===== src/rtl/adder_sequencer_pkg.sv =====
// rtl/adder_sequencer_pkg.sv - shared types and register map for the adder sequencer
package adder_seq_pkg;

    typedef enum logic [2:0] {
        IDLE,
        WR_A,
        WR_B,
        RD_SUM,
        RD_OVF,
        RESP
    } state_e;

    localparam int OFF_OPA   = 0;
    localparam int OFF_OPB   = 4;
    localparam int OFF_SUM   = 8;
    localparam int OFF_OVF   = 12;
    localparam int RESP_OKAY = 0;

endpackage


===== src/rtl/adder_sequencer_if.sv =====
// rtl/adder_sequencer_if.sv - AXI4-Lite bus between the adder sequencer and the adder slave
interface adder_sequencer_if #(
    parameter int DATA_WIDTH = 32,
    parameter int ADDR_WIDTH = 8,
    parameter int RESP_WIDTH = 3
);
    logic [ADDR_WIDTH-1:0]   m1_axi_awaddr;
    logic                    m1_axi_awvalid;
    logic                    m1_axi_awready;
    logic [DATA_WIDTH-1:0]   m1_axi_wdata;
    logic [DATA_WIDTH/8-1:0] m1_axi_wstrb;
    logic                    m1_axi_wvalid;
    logic                    m1_axi_wready;
    logic [RESP_WIDTH-1:0]   m1_axi_bresp;
    logic                    m1_axi_bvalid;
    logic                    m1_axi_bready;
    logic [ADDR_WIDTH-1:0]   m1_axi_araddr;
    logic                    m1_axi_arvalid;
    logic                    m1_axi_arready;
    logic [DATA_WIDTH-1:0]   m1_axi_rdata;
    logic [RESP_WIDTH-1:0]   m1_axi_rresp;
    logic                    m1_axi_rvalid;
    logic                    m1_axi_rready;

    modport master (
        output m1_axi_awaddr, m1_axi_awvalid, m1_axi_wdata, m1_axi_wstrb, m1_axi_wvalid,
               m1_axi_bready, m1_axi_araddr, m1_axi_arvalid, m1_axi_rready,
        input  m1_axi_awready, m1_axi_wready, m1_axi_bresp, m1_axi_bvalid,
               m1_axi_arready, m1_axi_rdata, m1_axi_rresp, m1_axi_rvalid
    );

    modport slave (
        input  m1_axi_awaddr, m1_axi_awvalid, m1_axi_wdata, m1_axi_wstrb, m1_axi_wvalid,
               m1_axi_bready, m1_axi_araddr, m1_axi_arvalid, m1_axi_rready,
        output m1_axi_awready, m1_axi_wready, m1_axi_bresp, m1_axi_bvalid,
               m1_axi_arready, m1_axi_rdata, m1_axi_rresp, m1_axi_rvalid
    );
endinterface


===== src/rtl/adder_sequencer_rr_arbiter_2.sv =====
// rtl/adder_sequencer_rr_arbiter_2.sv - two-way round-robin arbiter, pointer advances only on accept
module rr_arbiter_2 (
    input  logic       clk,
    input  logic       resetn,
    input  logic [1:0] req,
    input  logic       accept,
    output logic [1:0] grant
);
    logic last_grant_q, last_grant_d;

    always_comb begin
        grant = req;
        if (req == 2'b11) begin
            grant = last_grant_q ? 2'b01 : 2'b10;
        end
        last_grant_d = last_grant_q;
        if (accept && (grant != 2'b00)) begin
            last_grant_d = grant[1];
        end
    end

    // Reset to requester 1 so requester 0 wins the first contention.
    always_ff @(posedge clk) begin
        if (!resetn) begin
            last_grant_q <= 1'b1;
        end else begin
            last_grant_q <= last_grant_d;
        end
    end
endmodule


===== src/rtl/adder_sequencer.sv =====
// rtl/adder_sequencer.sv - AXI4-Lite master running write A, write B, read sum, read overflow per request
module adder_sequencer
    import adder_seq_pkg::*;
#(
    parameter int DATA_WIDTH     = 32,
    parameter int ADDR_WIDTH     = 8,
    parameter int RESP_WIDTH     = 3,
    parameter int BASE_ADDR      = 0,
    parameter int TIMEOUT_CYCLES = 255
) (
    input  logic                    m1_axi_aclk,
    input  logic                    m1_axi_aresetn,
    input  logic [1:0]              req_valid,
    output logic [1:0]              req_ready,
    input  logic [2*DATA_WIDTH-1:0] req_a,
    input  logic [2*DATA_WIDTH-1:0] req_b,
    output logic [1:0]              rsp_valid,
    output logic [DATA_WIDTH-1:0]   rsp_sum,
    output logic                    rsp_ovf,
    output logic                    rsp_err,
    adder_sequencer_if.master       m1_axi
);
    localparam int CNT_W = (TIMEOUT_CYCLES > 1) ? $clog2(TIMEOUT_CYCLES) : 1;

    state_e                state_q, state_d;
    logic                  owner_q, owner_d;
    logic [DATA_WIDTH-1:0] opb_q, opb_d, sum_q, sum_d;
    logic                  aw_done_q, aw_done_d, w_done_q, w_done_d, b_done_q, b_done_d;
    logic [CNT_W-1:0]      cnt_q, cnt_d;
    logic                  awvalid_q, awvalid_d, wvalid_q, wvalid_d, bready_q, bready_d;
    logic                  arvalid_q, arvalid_d, rready_q, rready_d;
    logic [ADDR_WIDTH-1:0] awaddr_q, awaddr_d, araddr_q, araddr_d;
    logic [DATA_WIDTH-1:0] wdata_q, wdata_d;
    logic [1:0]            req_ready_q, req_ready_d, rsp_valid_q, rsp_valid_d;
    logic [DATA_WIDTH-1:0] rsp_sum_q, rsp_sum_d;
    logic                  rsp_ovf_q, rsp_ovf_d, rsp_err_q, rsp_err_d;

    logic       aw_hs, w_hs, b_hs, ar_hs, r_hs, b_bad, r_bad, tmo, accept;
    logic       abort, finish;
    logic [1:0] grant;

    assign aw_hs  = awvalid_q && m1_axi.m1_axi_awready;
    assign w_hs   = wvalid_q && m1_axi.m1_axi_wready;
    assign b_hs   = bready_q && m1_axi.m1_axi_bvalid;
    assign ar_hs  = arvalid_q && m1_axi.m1_axi_arready;
    assign r_hs   = rready_q && m1_axi.m1_axi_rvalid;
    assign b_bad  = m1_axi.m1_axi_bresp != RESP_WIDTH'(RESP_OKAY);
    assign r_bad  = m1_axi.m1_axi_rresp != RESP_WIDTH'(RESP_OKAY);
    assign tmo    = cnt_q == CNT_W'(TIMEOUT_CYCLES - 1);
    assign accept = (state_q == IDLE) && (req_valid != 2'b00);

    rr_arbiter_2 u_arb (
        .clk    (m1_axi_aclk),
        .resetn (m1_axi_aresetn),
        .req    (req_valid),
        .accept (accept),
        .grant  (grant)
    );

    always_comb begin
        state_d     = state_q;
        owner_d     = owner_q;
        opb_d       = opb_q;
        sum_d       = sum_q;
        aw_done_d   = aw_done_q;
        w_done_d    = w_done_q;
        b_done_d    = b_done_q;
        cnt_d       = cnt_q;
        awvalid_d   = awvalid_q;
        wvalid_d    = wvalid_q;
        bready_d    = bready_q;
        arvalid_d   = arvalid_q;
        rready_d    = rready_q;
        awaddr_d    = awaddr_q;
        araddr_d    = araddr_q;
        wdata_d     = wdata_q;
        req_ready_d = 2'b00;
        rsp_valid_d = 2'b00;
        rsp_sum_d   = rsp_sum_q;
        rsp_ovf_d   = rsp_ovf_q;
        rsp_err_d   = rsp_err_q;
        abort       = 1'b0;
        finish      = 1'b0;

        case (state_q)
            IDLE: begin
                if (accept) begin
                    req_ready_d = grant;
                    owner_d     = grant[1];
                    wdata_d     = grant[1] ? req_a[DATA_WIDTH +: DATA_WIDTH] : req_a[DATA_WIDTH-1:0];
                    opb_d       = grant[1] ? req_b[DATA_WIDTH +: DATA_WIDTH] : req_b[DATA_WIDTH-1:0];
                    sum_d       = '0;
                    awaddr_d    = ADDR_WIDTH'(BASE_ADDR + OFF_OPA);
                    awvalid_d   = 1'b1;
                    wvalid_d    = 1'b1;
                    bready_d    = 1'b1;
                    aw_done_d   = 1'b0;
                    w_done_d    = 1'b0;
                    b_done_d    = 1'b0;
                    cnt_d       = '0;
                    state_d     = WR_A;
                end
            end
            WR_A, WR_B: begin
                // Address, data and response are tracked independently; any order completes.
                aw_done_d = aw_done_q | aw_hs;
                w_done_d  = w_done_q | w_hs;
                b_done_d  = b_done_q | b_hs;
                awvalid_d = awvalid_q & ~aw_hs;
                wvalid_d  = wvalid_q & ~w_hs;
                bready_d  = bready_q & ~b_hs;
                cnt_d     = cnt_q + CNT_W'(1);
                if (b_hs && b_bad) begin
                    abort = 1'b1;
                end else if (aw_done_d && w_done_d && b_done_d) begin
                    cnt_d     = '0;
                    aw_done_d = 1'b0;
                    w_done_d  = 1'b0;
                    b_done_d  = 1'b0;
                    if (state_q == WR_A) begin
                        awaddr_d  = ADDR_WIDTH'(BASE_ADDR + OFF_OPB);
                        wdata_d   = opb_q;
                        awvalid_d = 1'b1;
                        wvalid_d  = 1'b1;
                        bready_d  = 1'b1;
                        state_d   = WR_B;
                    end else begin
                        araddr_d  = ADDR_WIDTH'(BASE_ADDR + OFF_SUM);
                        arvalid_d = 1'b1;
                        rready_d  = 1'b1;
                        state_d   = RD_SUM;
                    end
                end else if (tmo) begin
                    abort = 1'b1;
                end
            end
            RD_SUM, RD_OVF: begin
                arvalid_d = arvalid_q & ~ar_hs;
                cnt_d     = cnt_q + CNT_W'(1);
                if (r_hs && r_bad) begin
                    abort = 1'b1;
                end else if (r_hs) begin
                    cnt_d = '0;
                    if (state_q == RD_SUM) begin
                        sum_d     = m1_axi.m1_axi_rdata;
                        araddr_d  = ADDR_WIDTH'(BASE_ADDR + OFF_OVF);
                        arvalid_d = 1'b1;
                        rready_d  = 1'b1;
                        state_d   = RD_OVF;
                    end else begin
                        arvalid_d = 1'b0;
                        rready_d  = 1'b0;
                        rsp_ovf_d = m1_axi.m1_axi_rdata[0];
                        rsp_err_d = 1'b0;
                        finish    = 1'b1;
                    end
                end else if (tmo) begin
                    abort = 1'b1;
                end
            end
            RESP: begin
                state_d = IDLE;
            end
            default: begin
                state_d = IDLE;
            end
        endcase

        if (abort) begin
            awvalid_d = 1'b0;
            wvalid_d  = 1'b0;
            bready_d  = 1'b0;
            arvalid_d = 1'b0;
            rready_d  = 1'b0;
            rsp_ovf_d = 1'b0;
            rsp_err_d = 1'b1;
            finish    = 1'b1;
        end
        // The response pulse is registered on RESP entry so it is high exactly while in RESP.
        if (finish) begin
            state_d     = RESP;
            rsp_valid_d = owner_q ? 2'b10 : 2'b01;
            rsp_sum_d   = sum_q;
        end
    end

    always_ff @(posedge m1_axi_aclk) begin
        if (!m1_axi_aresetn) begin
            state_q     <= IDLE;
            owner_q     <= 1'b0;
            opb_q       <= '0;
            sum_q       <= '0;
            aw_done_q   <= 1'b0;
            w_done_q    <= 1'b0;
            b_done_q    <= 1'b0;
            cnt_q       <= '0;
            awvalid_q   <= 1'b0;
            wvalid_q    <= 1'b0;
            bready_q    <= 1'b0;
            arvalid_q   <= 1'b0;
            rready_q    <= 1'b0;
            awaddr_q    <= '0;
            araddr_q    <= '0;
            wdata_q     <= '0;
            req_ready_q <= 2'b00;
            rsp_valid_q <= 2'b00;
            rsp_sum_q   <= '0;
            rsp_ovf_q   <= 1'b0;
            rsp_err_q   <= 1'b0;
        end else begin
            state_q     <= state_d;
            owner_q     <= owner_d;
            opb_q       <= opb_d;
            sum_q       <= sum_d;
            aw_done_q   <= aw_done_d;
            w_done_q    <= w_done_d;
            b_done_q    <= b_done_d;
            cnt_q       <= cnt_d;
            awvalid_q   <= awvalid_d;
            wvalid_q    <= wvalid_d;
            bready_q    <= bready_d;
            arvalid_q   <= arvalid_d;
            rready_q    <= rready_d;
            awaddr_q    <= awaddr_d;
            araddr_q    <= araddr_d;
            wdata_q     <= wdata_d;
            req_ready_q <= req_ready_d;
            rsp_valid_q <= rsp_valid_d;
            rsp_sum_q   <= rsp_sum_d;
            rsp_ovf_q   <= rsp_ovf_d;
            rsp_err_q   <= rsp_err_d;
        end
    end

    assign req_ready = req_ready_q;
    assign rsp_valid = rsp_valid_q;
    assign rsp_sum   = rsp_sum_q;
    assign rsp_ovf   = rsp_ovf_q;
    assign rsp_err   = rsp_err_q;

    assign m1_axi.m1_axi_awaddr  = awaddr_q;
    assign m1_axi.m1_axi_awvalid = awvalid_q;
    assign m1_axi.m1_axi_wdata   = wdata_q;
    assign m1_axi.m1_axi_wstrb   = '1;
    assign m1_axi.m1_axi_wvalid  = wvalid_q;
    assign m1_axi.m1_axi_bready  = bready_q;
    assign m1_axi.m1_axi_araddr  = araddr_q;
    assign m1_axi.m1_axi_arvalid = arvalid_q;
    assign m1_axi.m1_axi_rready  = rready_q;
endmodule


===== src/flat_wrapper.sv =====
// flat-port wrapper written by rule: the top's interface ports become plain ports
module adder_sequencer_flat import adder_seq_pkg::*;
#(
    parameter int DATA_WIDTH     = 32,
    parameter int ADDR_WIDTH     = 8,
    parameter int RESP_WIDTH     = 3,
    parameter int BASE_ADDR      = 0,
    parameter int TIMEOUT_CYCLES = 255
)
  (m1_axi_aclk, m1_axi_aresetn, req_valid, req_ready, req_a, req_b, rsp_valid, rsp_sum, rsp_ovf, rsp_err, m1_axi_m1_axi_awaddr, m1_axi_m1_axi_awvalid, m1_axi_m1_axi_wdata, m1_axi_m1_axi_wstrb, m1_axi_m1_axi_wvalid, m1_axi_m1_axi_bready, m1_axi_m1_axi_araddr, m1_axi_m1_axi_arvalid, m1_axi_m1_axi_rready, m1_axi_m1_axi_awready, m1_axi_m1_axi_wready, m1_axi_m1_axi_bresp, m1_axi_m1_axi_bvalid, m1_axi_m1_axi_arready, m1_axi_m1_axi_rdata, m1_axi_m1_axi_rresp, m1_axi_m1_axi_rvalid);
  adder_sequencer_if #(.DATA_WIDTH(DATA_WIDTH), .ADDR_WIDTH(ADDR_WIDTH), .RESP_WIDTH(RESP_WIDTH)) m1_axi_i ();
  input  logic m1_axi_aclk;
  input  logic m1_axi_aresetn;
  input  logic [1:0] req_valid;
  output logic [1:0] req_ready;
  input  logic [2*DATA_WIDTH-1:0] req_a;
  input  logic [2*DATA_WIDTH-1:0] req_b;
  output logic [1:0] rsp_valid;
  output logic [DATA_WIDTH-1:0] rsp_sum;
  output logic rsp_ovf;
  output logic rsp_err;
  output wire logic [$bits(m1_axi_i.m1_axi_awaddr)-1:0] m1_axi_m1_axi_awaddr;
  output wire logic [$bits(m1_axi_i.m1_axi_awvalid)-1:0] m1_axi_m1_axi_awvalid;
  output wire logic [$bits(m1_axi_i.m1_axi_wdata)-1:0] m1_axi_m1_axi_wdata;
  output wire logic [$bits(m1_axi_i.m1_axi_wstrb)-1:0] m1_axi_m1_axi_wstrb;
  output wire logic [$bits(m1_axi_i.m1_axi_wvalid)-1:0] m1_axi_m1_axi_wvalid;
  output wire logic [$bits(m1_axi_i.m1_axi_bready)-1:0] m1_axi_m1_axi_bready;
  output wire logic [$bits(m1_axi_i.m1_axi_araddr)-1:0] m1_axi_m1_axi_araddr;
  output wire logic [$bits(m1_axi_i.m1_axi_arvalid)-1:0] m1_axi_m1_axi_arvalid;
  output wire logic [$bits(m1_axi_i.m1_axi_rready)-1:0] m1_axi_m1_axi_rready;
  input wire logic [$bits(m1_axi_i.m1_axi_awready)-1:0] m1_axi_m1_axi_awready;
  input wire logic [$bits(m1_axi_i.m1_axi_wready)-1:0] m1_axi_m1_axi_wready;
  input wire logic [$bits(m1_axi_i.m1_axi_bresp)-1:0] m1_axi_m1_axi_bresp;
  input wire logic [$bits(m1_axi_i.m1_axi_bvalid)-1:0] m1_axi_m1_axi_bvalid;
  input wire logic [$bits(m1_axi_i.m1_axi_arready)-1:0] m1_axi_m1_axi_arready;
  input wire logic [$bits(m1_axi_i.m1_axi_rdata)-1:0] m1_axi_m1_axi_rdata;
  input wire logic [$bits(m1_axi_i.m1_axi_rresp)-1:0] m1_axi_m1_axi_rresp;
  input wire logic [$bits(m1_axi_i.m1_axi_rvalid)-1:0] m1_axi_m1_axi_rvalid;
  assign m1_axi_m1_axi_awaddr = m1_axi_i.m1_axi_awaddr;
  assign m1_axi_m1_axi_awvalid = m1_axi_i.m1_axi_awvalid;
  assign m1_axi_m1_axi_wdata = m1_axi_i.m1_axi_wdata;
  assign m1_axi_m1_axi_wstrb = m1_axi_i.m1_axi_wstrb;
  assign m1_axi_m1_axi_wvalid = m1_axi_i.m1_axi_wvalid;
  assign m1_axi_m1_axi_bready = m1_axi_i.m1_axi_bready;
  assign m1_axi_m1_axi_araddr = m1_axi_i.m1_axi_araddr;
  assign m1_axi_m1_axi_arvalid = m1_axi_i.m1_axi_arvalid;
  assign m1_axi_m1_axi_rready = m1_axi_i.m1_axi_rready;
  assign m1_axi_i.m1_axi_awready = m1_axi_m1_axi_awready;
  assign m1_axi_i.m1_axi_wready = m1_axi_m1_axi_wready;
  assign m1_axi_i.m1_axi_bresp = m1_axi_m1_axi_bresp;
  assign m1_axi_i.m1_axi_bvalid = m1_axi_m1_axi_bvalid;
  assign m1_axi_i.m1_axi_arready = m1_axi_m1_axi_arready;
  assign m1_axi_i.m1_axi_rdata = m1_axi_m1_axi_rdata;
  assign m1_axi_i.m1_axi_rresp = m1_axi_m1_axi_rresp;
  assign m1_axi_i.m1_axi_rvalid = m1_axi_m1_axi_rvalid;
  adder_sequencer #(.DATA_WIDTH(DATA_WIDTH), .ADDR_WIDTH(ADDR_WIDTH), .RESP_WIDTH(RESP_WIDTH), .BASE_ADDR(BASE_ADDR), .TIMEOUT_CYCLES(TIMEOUT_CYCLES)) u_core (.m1_axi_aclk(m1_axi_aclk), .m1_axi_aresetn(m1_axi_aresetn), .req_valid(req_valid), .req_ready(req_ready), .req_a(req_a), .req_b(req_b), .rsp_valid(rsp_valid), .rsp_sum(rsp_sum), .rsp_ovf(rsp_ovf), .rsp_err(rsp_err), .m1_axi(m1_axi_i));
endmodule

===== config.mk =====
export PLATFORM = sky130hd
export DESIGN_NAME = adder_sequencer_flat
export DESIGN_NICKNAME = d
export VERILOG_FILES = /design/src/rtl/adder_sequencer_pkg.sv /design/src/rtl/adder_sequencer_if.sv /design/src/rtl/adder_sequencer_rr_arbiter_2.sv /design/src/rtl/adder_sequencer.sv /design/src/flat_wrapper.sv
export SDC_FILE = /design/constraint.sdc
export NUM_CORES = 1
export LEC_CHECK = 0
export BUFFER_PORTS_ARGS = -buffer_cell sky130_fd_sc_hd__buf_4
export CORE_AREA = 2 2 121 123
export DETAILED_ROUTE_END_ITERATION = 7
export DIE_AREA = 0 0 123 125
export MAX_ROUTING_LAYER = met4
export PLACE_DENSITY = 0.85
export SETUP_SLACK_MARGIN = 0.5
export SLEW_MARGIN = 10
export SYNTH_ARGS = -nofsm -noshare
export SYNTH_HDL_FRONTEND = slang
export SYNTH_SLANG_ARGS = --single-unit

===== constraint.sdc =====
create_clock -name m1_axi_aclk -period 4.4 [get_ports m1_axi_aclk]
set_clock_uncertainty 0.05 [all_clocks]
set_input_delay 0.22 -clock m1_axi_aclk [delete_from_list [all_inputs] [get_ports m1_axi_aclk]]
set_output_delay 0.22 -clock m1_axi_aclk [all_outputs]
set_load 0.02 [all_outputs]

Word-level counts from Yosys, hierarchy flattened
Cells that the tools add are included.
- bitwise operators: 14
- equality and inequality tests: 22
- add/sub/neg operators: 1
- mux-type cells: 90
- reductions and logical operators: 40
- operators with widths (operator ; count):
    32-bit two-way mux ; 10
    32-bit case mux with 2 select lines ; 2
    8-bit two-way mux ; 14
    1-bit two-way mux ; 41
    8-bit case mux with 2 select lines ; 2
    8-bit case mux with 3 select lines ; 1
    3-bit two-way mux ; 7
    1-bit case mux with 2 select lines ; 9
    6-bit AND reduction ; 3
    2-bit nonzero test ; 7
    2-bit by 1-bit inequality test with 1-bit output, second input constant ; 6
    4-bit AND reduction ; 3
    1-bit logical AND ; 11
    5-bit AND reduction ; 2
    3-bit by 1-bit inequality test with 1-bit output, second input constant ; 3
    3-bit by 2-bit inequality test with 1-bit output, second input constant ; 3
    3-bit case mux with 3 select lines ; 1
    3-bit nonzero test ; 3
    8-bit by 1-bit adder with 8-bit output, second input constant ; 1
    8-bit equality test, second input constant ; 1
    2-bit inequality test, second input constant ; 4
    2-bit AND reduction ; 4
    2-bit OR reduction ; 4
    1-bit inverter ; 7
    10 further kinds ; 18
- word-level logic and storage cells: 190
- bits of input ports: 175
- bits in registers: 171

Longest topological paths before layout
Gate-level depths: netlist (run 1).
- depth in word-level cells: 10
- mapped depth: 9
- mapped depth without buffers: 6

Hierarchy
Synthesis (run 1) repeated with hierarchy kept, for this count alone.
- cell total of the unflattened synthesis: 831
- area, all modules: 7138.1 um^2
- by module, submodules not included (module ; sequential area each (um^2) ; cells each ; area each (um^2) ; times used):
    adder_sequencer ; 3143.0 ; 824 ; 7079.3 ; 1
    rr_arbiter_2 ; 20.0 ; 7 ; 58.8 ; 1

Least setup slack after synthesis (run 1)
OpenSTA, ideal clock, no wires.
- path type: flip-flop to flip-flop
- start point: reg u_core.bready_q (netlist: u_core.m1_axi.m1_axi_bready)
- end point: reg u_core.rsp_sum_q[0] (netlist: u_core.rsp_sum[0])
- stages on the path, launching flop included: 8
- setup time: 0.117 ns
- arrival: 1.828 ns
- data required time: 4.233 ns
- path slack: 2.406 ns
- cells stage by stage: dfxtp_1 a21oi_1 nor3_1 nand3b_1 and4_1 buf_6 buf_6 a22o_1
- word-level cells in the longest chain between the ends: 7
- elaborated cells between the ends (all ways): 8
- those cells by class: 4 x mux; 1 x bitwise; 3 x reduce/logical
- RTL lines (item ; RTL line ; source):
    start, declared ; adder_sequencer.sv:30 ; logic awvalid_q, awvalid_d, wvalid_q, wvalid_d, bready_q, bready_d;
    start signal, assigned ; adder_sequencer.sv:221 ; bready_q <= bready_d;
    1-bit logical AND (*) ; adder_sequencer.sv:44 ; assign b_hs = bready_q && m1_axi.m1_axi_bvalid;
    1-bit bitwise OR ; adder_sequencer.sv:108 ; b_done_d = b_done_q | b_hs;
    1-bit logical AND ; adder_sequencer.sv:115 ; end else if (aw_done_d && w_done_d && b_done_d) begin
    1-bit two-way mux ; adder_sequencer.sv:115 ;
    1-bit two-way mux (*) ; adder_sequencer.sv:113 ; if (b_hs && b_bad) begin
    1-bit case mux with 2 select lines (*) ; adder_sequencer.sv:85 ; case (state_q)
    1-bit two-way mux (*) ; adder_sequencer.sv:169 ; if (abort) begin
    end signal, assigned ; adder_sequencer.sv:229 ; rsp_sum_q <= rsp_sum_d;
    end, declared ; adder_sequencer.sv:35 ; logic [DATA_WIDTH-1:0] rsp_sum_q, rsp_sum_d;
Mark *: on every way between the ends. The rest lies on a longest branch, timed or not.
A chain may end at the register's enable or synchronous reset.

Worst setup path in the final report (run 1)
- start point: reg u_core.state_q[2]
- end point: reg u_core.rsp_sum_q[29] (netlist: u_core.rsp_sum[29])
- word-level cells in the longest chain between the ends: 6
- elaborated cells between the ends (all ways): 12
- those cells by class: 4 x eq/ne; 6 x mux; 2 x reduce/logical
- RTL lines (item ; RTL line ; source):
    start, declared ; adder_sequencer.sv:25 ; state_e state_q, state_d;
    start signal, assigned ; adder_sequencer.sv:211 ; state_q <= state_d;
    3-bit by 2-bit equality test with 1-bit output ; adder_sequencer.sv:85, adder_sequencer.sv:144 ;
    1-bit two-way mux ; adder_sequencer.sv:144 ; if (state_q == RD_SUM) begin
    1-bit two-way mux ; adder_sequencer.sv:142 ; end else if (r_hs) begin
    1-bit two-way mux ; adder_sequencer.sv:140 ; if (r_hs && r_bad) begin
    1-bit two-way mux ; adder_sequencer.sv:85 ;
    1-bit two-way mux (*) ; adder_sequencer.sv:169 ;
Marks and branches as above.

==> impl_metrics.yaml, run 1 <==
floorplan:
  die_area_um2: 15400
  coreArea_um2: 14200
  io_pins: 270
  placementRows: 44
  initial_core_util_pct: 48.3
  die_h_um: 125
  die_x_um: 123
clock_tree:
  clock_sinks: 158
  numCtsBuffers: 17
  clk_pin_slew_ns: 0.06
  ctsResizeCount: 0
  ctsLongestPathBuffers: 2
  hold_buffers: 3
  insertion_delay_ns: 0.42
  h-tree-depth: 4
  post_cts_buffers: 0
  cts_tree: "yes"
  root_buffer: "clkbuf_16"
setup_path:
  critPathCaptureType: "flop"
  r2r_setup_slack_ns: 1.35
  startpoint: "u_core.state_q[2]"
  worst_ep_arrival_time_ns: 3.35
  required_ns: 4.70
  cp_max_fo: 32
  cp-start-kind: "flop"
  critPathKind: "reg2reg"
  timing.rr.start: "u_core.state_q[2]"
timing:
  fin_crit_ns: 3.05
  period_share_pct: 69.3
  fin_setup_tns_ns: 0
  setup_ws_ns: 1.35
  fmax_mhz: 328
  rsz0062_at_grt: "no"
  final_hold_viol_count: 0
  worst_pin_slew_ns: 1.18
  finalSetupViolCount: 0
  maxSlewHeadroom_pct: 21.6
  slew_violations: 0
logic_synthesis:
  synth-seq-area-share_pct: 46.1
  synth_top_area_cell: "dfxtp_1"
  syn-mean-instance-area_um2: 8.96
  ys.flop_type: "dfxtp_1"
  ys_top_cells_by_area: "dfxtp_1 46%, mux2i_1 9.6%, nand2_1 6.3%"
  ys_ff_latch: 158
  synth_area_um2: 6870
  async_flop_share_pct: 0
  yosysWarnings: 0
  yosys-top-cells-count: "158 x dfxtp_1, 115 x nand2_1, 85 x a21oi_1, 66 x mux2i_1, 50 x nor2_1"
  synth_edf_count: 0
  synth_cell_types: 52
  yosysMostFrequentCell: "dfxtp_1"
  syn_inst: 766
  synth.top_cell.area_share_pct: 46.1
layout:
  fillers: 1175
  multi_input_area_um2: 3330
  nets: 1162
  layout-drive-gt1-share_pct: 31.1
  final_util_pct: 65.9
  finalNonFillerCells: 1182
  area_growth_pct: 36.3
  layout.area.seq_um2: 3160
  num_antenna_cells: 0
placement:
  place_hpwl_um: 13000
  numPortBuffers: 252
  place.gp.congestion: 0.879
  dp.cells: 1147
  place_worst_setup_slack_ns: 1.42
pwr:
  ir_drop_mv: 0.255
  leakagePower_nw: 3.97
  total_power_mw: 3.63
  p_per_area_nw_per_um2: 388
detailed_routing:
  antenna_left: 0
  wl_um: 18500
  num_vias: 6269
  drc_errors: 0
  drt-pass1-iter-count: 5
  wl_per_cell_um: 15.6
  vias_per_cell: 5.30
  drt_iter0_drc: 328
grt:
  first_global_vias: 5861
  globalRoute.totalOverflow: 0
  grt_pass1_wl_um: 28600
  antenna_found_initial: 0
  grt_max_degree: 108
  grt_use_total_pct: 24.2
outcome:
  status: "finished clean"
worst_hold_path:
  worstHoldPathType: "in2reg"
  min_from: "m1_axi_m1_axi_rdata[27]"
job:
  cap_violations: 0
## area by class of cell
type                            count  share of cell area, %
Sequential cell                   158                   33.8
Timing Repair Buffer              264                   21.4
Tap cell                          184                   2.46
Multi-Input combinational cell    540                   35.6
Inverter                            4                  0.174
Clock inverter                     12                   1.71
Clock buffer                       20                   4.88
## critical path, cell delays in order (launching register included)
cell,delay [ns]
dfxtp_1,0.71
nand3b_1,0.24
a21oi_1,0.10
a221oi_2,0.49
and4_1,1.08
a22o_1,0.29
## kinds of logic after synthesis
family / share of synthesized area [%]
AOI/OAI and AO/OA: 20.8
xor gates and xnor gates: 0.638
adders and majority gates: 0.364
buffers and inverters: 6.56
DFF: 46.1
muxes: 9.62
other: 0.109
and+or+nand+nor: 15.8
## placed cells by master, fill, tap and decap left out, types with 2 or more instances in the layout
cell / Yosys / layout
and4_1: 2 / 2
clkbuf_8: 0 / 2
clkinv_4: 0 / 2
a21oi_2: 2 / 4
nor2_1: 50 / 50
dlygate4sd3_1: 0 / 3
inv_6: 0 / 2
o22ai_1: 2 / 2
mux2i_1: 66 / 66
or3_1: 2 / 2
nor2b_1: 3 / 3
nand3_1: 37 / 37
and3_1: 2 / 2
a21o_1: 3 / 2
and2_1: 4 / 4
ha_1: 2 / 2
dfxtp_1: 158 / 158
buf_4: 21 / 260
bufinv_16: 0 / 3
o211ai_1: 32 / 32
a31oi_1: 3 / 3
clkbuf_16: 0 / 17
clkinv_2: 0 / 2
a21oi_1: 85 / 83
a22o_1: 32 / 32
o21a_1: 3 / 2
inv_1: 3 / 3
xor2_1: 4 / 4
a211oi_1: 32 / 32
nand3b_1: 3 / 3
o21ai_0: 6 / 6
nand4_1: 3 / 3
nor3_1: 10 / 10
nand2_1: 115 / 115
clkinvlp_4: 0 / 4
conb_1: 2 / 17
nor3b_2: 2 / 2
## power breakdown
| part | switching, mW | internal, mW | total, mW |
|---|---|---|---|
| clock | 0.587 | 0.927 | 1.51 |
| combinational | 0.313 | 0.257 | 0.570 |
| sequential | 0.0433 | 1.50 | 1.54 |
## metrics by stage
step           hold WS (ns)  area, um2
4_1_cts            0.000728       9360
3_5_place_dp          0.393       8710
6_report             0.0188       9360
5_1_grt              0.0118       9360
2_1_floorplan         0.318       6920
3_3_place_gp          0.387       8710
## layer usage
layer	vias up	wire length, um	track usage [%]
met3	27	1170	5.29
met1	2871	7680	29.2
met4	0	380	8.69
li1	3150	-	-
met5	-	0	-
met2	221	9230	39.5
## flip-flops by register name (all words and copies together), names as in the netlist, 2 cells and up
signal and count:
u_core.m1_axi.m1_axi_wdata 32, u_core.opb_q 32, u_core.rsp_sum 32, u_core.sum_q 32, u_core.cnt_q 8, u_core.state_q 3, u_core.m1_axi.m1_axi_araddr 2, u_core.req_ready 2
u_core.rsp_valid 2
## worst paths after layout
check	endpoint	depth (start not counted)
worst max-delay path	u_core.rsp_sum[29]	5
worst min-delay path	u_core.sum_q[27]	3
worst max register to register	u_core.rsp_sum[29]	5
worst min register to register	u_core.sum_q[12]	2
No activity file was read; power rests on OpenSTA's default activity.
==> inputs of run 2 (changes only) <==
--- a/config.mk
+++ b/config.mk
@@ -6,11 +6,11 @@
 export NUM_CORES = 1
 export LEC_CHECK = 0
 export BUFFER_PORTS_ARGS = -buffer_cell sky130_fd_sc_hd__buf_4
-export CORE_AREA = 2 2 121 123
+export CORE_AREA = 2 2 128 130
 export DETAILED_ROUTE_END_ITERATION = 7
-export DIE_AREA = 0 0 123 125
+export DIE_AREA = 0 0 130 132
 export MAX_ROUTING_LAYER = met4
-export PLACE_DENSITY = 0.85
+export PLACE_DENSITY = 0.81
 export SETUP_SLACK_MARGIN = 0.5
 export SLEW_MARGIN = 10
 export SYNTH_ARGS = -nofsm -noshare
==> constraint.sdc (replaced) <==
create_clock -name m1_axi_aclk -period 2.5 [get_ports m1_axi_aclk]
set_clock_uncertainty 0.05 [all_clocks]
set_input_delay 0.125 -clock m1_axi_aclk [delete_from_list [all_inputs] [get_ports m1_axi_aclk]]
set_output_delay 0.125 -clock m1_axi_aclk [all_outputs]
set_load 0.02 [all_outputs]
==> run 2 against run 1 <==
Routed wire length grew 14%. Sequential share of layout area fell by 2.9 points. Via count increased by 7.6%. Core utilization is 0.55 points lower. Fmax grew 53%. Sequential power is 76% higher. Setup slack got worse by 0.84 ns. Worst hold slack lost 0.0075 ns. Design area up 9.7%. Register-to-register slack got worse by 0.84 ns. Combinational power is 100% higher. Highest routed layer unchanged.
==> impl_metrics.yaml, run 2 (same netlist as run 1, synthesis figures left out) <==
grt:
  first_global_vias: 6367
  grt_use_total_pct: 23.3
  gr-usage-met3_pct: 4.34
  busiest_layer: "met2"
  grt_pass1_wl_um: 30800
  antenna_found_initial: 0
  globalRoute.totalOverflow: 0
  grt_max_degree: 68
  grt.met1_usage_pct: 27.1
  met2_usage_pct: 40.1
clock_tree:
  ctsLongestPathBuffers: 2
  insertion_delay_ns: 0.42
  clock_sinks: 158
  numCtsBuffers: 17
  root_buffer: "clkbuf_16"
  h-tree-depth: 4
  clk_pin_slew_ns: 0.07
  cts_tree: "yes"
setup_path:
  critPathCaptureType: "flop"
  cp-start-kind: "flop"
  required_ns: 2.76
  crit_slowest_cell: "or3b_4"
  worst_ep_arrival_time_ns: 2.25
  critPathKind: "reg2reg"
  cp_max_fo: 16
  path_cells: "or3b_4, a211oi_4, a221oi_4, and4_4, clkbuf_16, a22o_1"
  cpPeakStageDelay_ns: 0.43
pwr:
  netSwitchingFraction_pct: 26.1
  pwr-share-clk_pct: 42.1
  internal_power_mw: 4.93
  ir_drop_mv: 0.484
  p_per_area_nw_per_um2: 650
  p_sw_mw: 1.74
  total_power_mw: 6.68
  seq_power_share_pct: 40.7
  p_comb_share_pct: 17.2
  leakagePower_nw: 4.36
floorplan:
  initial_core_util_pct: 43.7
  die_h_um: 132
  coreArea_um2: 15700
  placementRows: 46
  die_x_um: 130
  die_area_um2: 17200
  io_pins: 270
detailed_routing:
  drt-pass1-iter-count: 4
  wl_per_cell_um: 16.3
  vias_per_cell: 5.24
  antenna_left: 0
  drc_errors: 0
  wl_um: 20900
  drt_iter0_drc: 372
  num_vias: 6748
timing:
  holdWs_ns: 0.0113
  setup_ws_ns: 0.511
  fin_crit_ns: 1.99
  slew_violations: 0
  worst_pin_slew_ns: 0.674
  finalSetupViolCount: 0
  maxSlewHeadroom_pct: 54.7
  period_share_pct: 79.6
  final_hold_viol_count: 0
  rsz0062_at_grt: "yes"
  fin_setup_tns_ns: 0
  fmax_mhz: 503
layout:
  num_antenna_cells: 0
  nets: 1236
  final_common_cell: "buf_4"
  layout-drive-gt1-share_pct: 32.5
  stdcell_area_um2: 10300
  area_growth_pct: 49.5
  multi_input_area_um2: 3400
  fillers: 1279
  finalNonFillerCells: 1288
  layout.area.seq_um2: 3180
  most-common-layout-cells: "272 x buf_4, 154 x dfxtp_1, 114 x nand2_1"
  final_util_pct: 65.3
placement:
  place_hpwl_um: 13500
  numPortBuffers: 252
  place.gp.congestion: 0.931
  placed_cell_area_um2: 8830
  place_worst_setup_slack_ns: 0.258
  dp.cells: 1186
outcome:
  status: "finished clean"
job:
  cap_violations: 0
worst_hold_path:
  worstHoldPathType: "in2reg"
[run 2: cell types whose count changed in the layout (fill, tap and decap cells not counted), moves of 2 or more]
cell / delta
clkbuf_2: +3
buf_4: +12
clkbuf_16: +2
buf_12: +2
dfxtp_1: -4
a21oi_1: -4
a21oi_2: +2
clkinv_4: +2
clkinvlp_4: -3
buf_6: +4
dlygate4sd3_1: +51
a21oi_4: +2
dfxtp_4: +3
[run 2: power groups by stage]
stage               logic, mW  registers, mW  clock network [mW]
finish                   1.15           2.71                2.81
global route             1.24           2.73                2.97
CTS                      1.10           2.72                2.87
detailed placement       1.02           2.77                   0
global placement         1.01           2.77                   0
floorplan               0.543           2.82                   0
[run 2: per-layer routing]
metal | share of wire [%] | wire length [um]
met5 | 0 | 0
met1 | 41 | 8620
met2 | 51 | 10800
met4 | 1.5 | 310
met3 | 6.0 | 1250
[run 2: worst max-delay path, delay by kind of cell (launching register included)]
family          cells  cell delay, ns
compound gates      3            0.61
buf+inv             1            0.18
flops               1            0.37
simple gates        2            0.67
[run 2: worst paths after layout]
check / startpoint / to / slack (ns) / cells after the start
setup / recovery: u_core.state_q[0] / u_core.rsp_sum[13] / 0.51 / 6
hold / removal: req_b[59] / u_core.opb_q[27] / 0.01 / 3
setup reg to reg: u_core.state_q[0] / u_core.rsp_sum[13] / 0.51 / 6
hold reg to reg: u_core.m1_axi.m1_axi_wdata[4] / u_core.m1_axi.m1_axi_wdata[4] / 0.40 / 2
[run 2: cell type report]
type,count,area share (%)
Clock inverter,13,1.95
Clock buffer,19,4.41
Inverter,4,0.158
Timing Repair Buffer,338,26.8
Tap cell,216,2.63
Sequential cell,158,30.9
Multi-Input combinational cell,540,33.1
[run 2: repair_timing]
item,4_1_cts,5_1_grt
endpoints found under the setup margin,106,78
hold buffers,54,0
gates cloned,0,3
endpoints found under the hold margin,53,0
pin swaps,3,6
gates resized for setup,13,14
buffers inserted,1,12
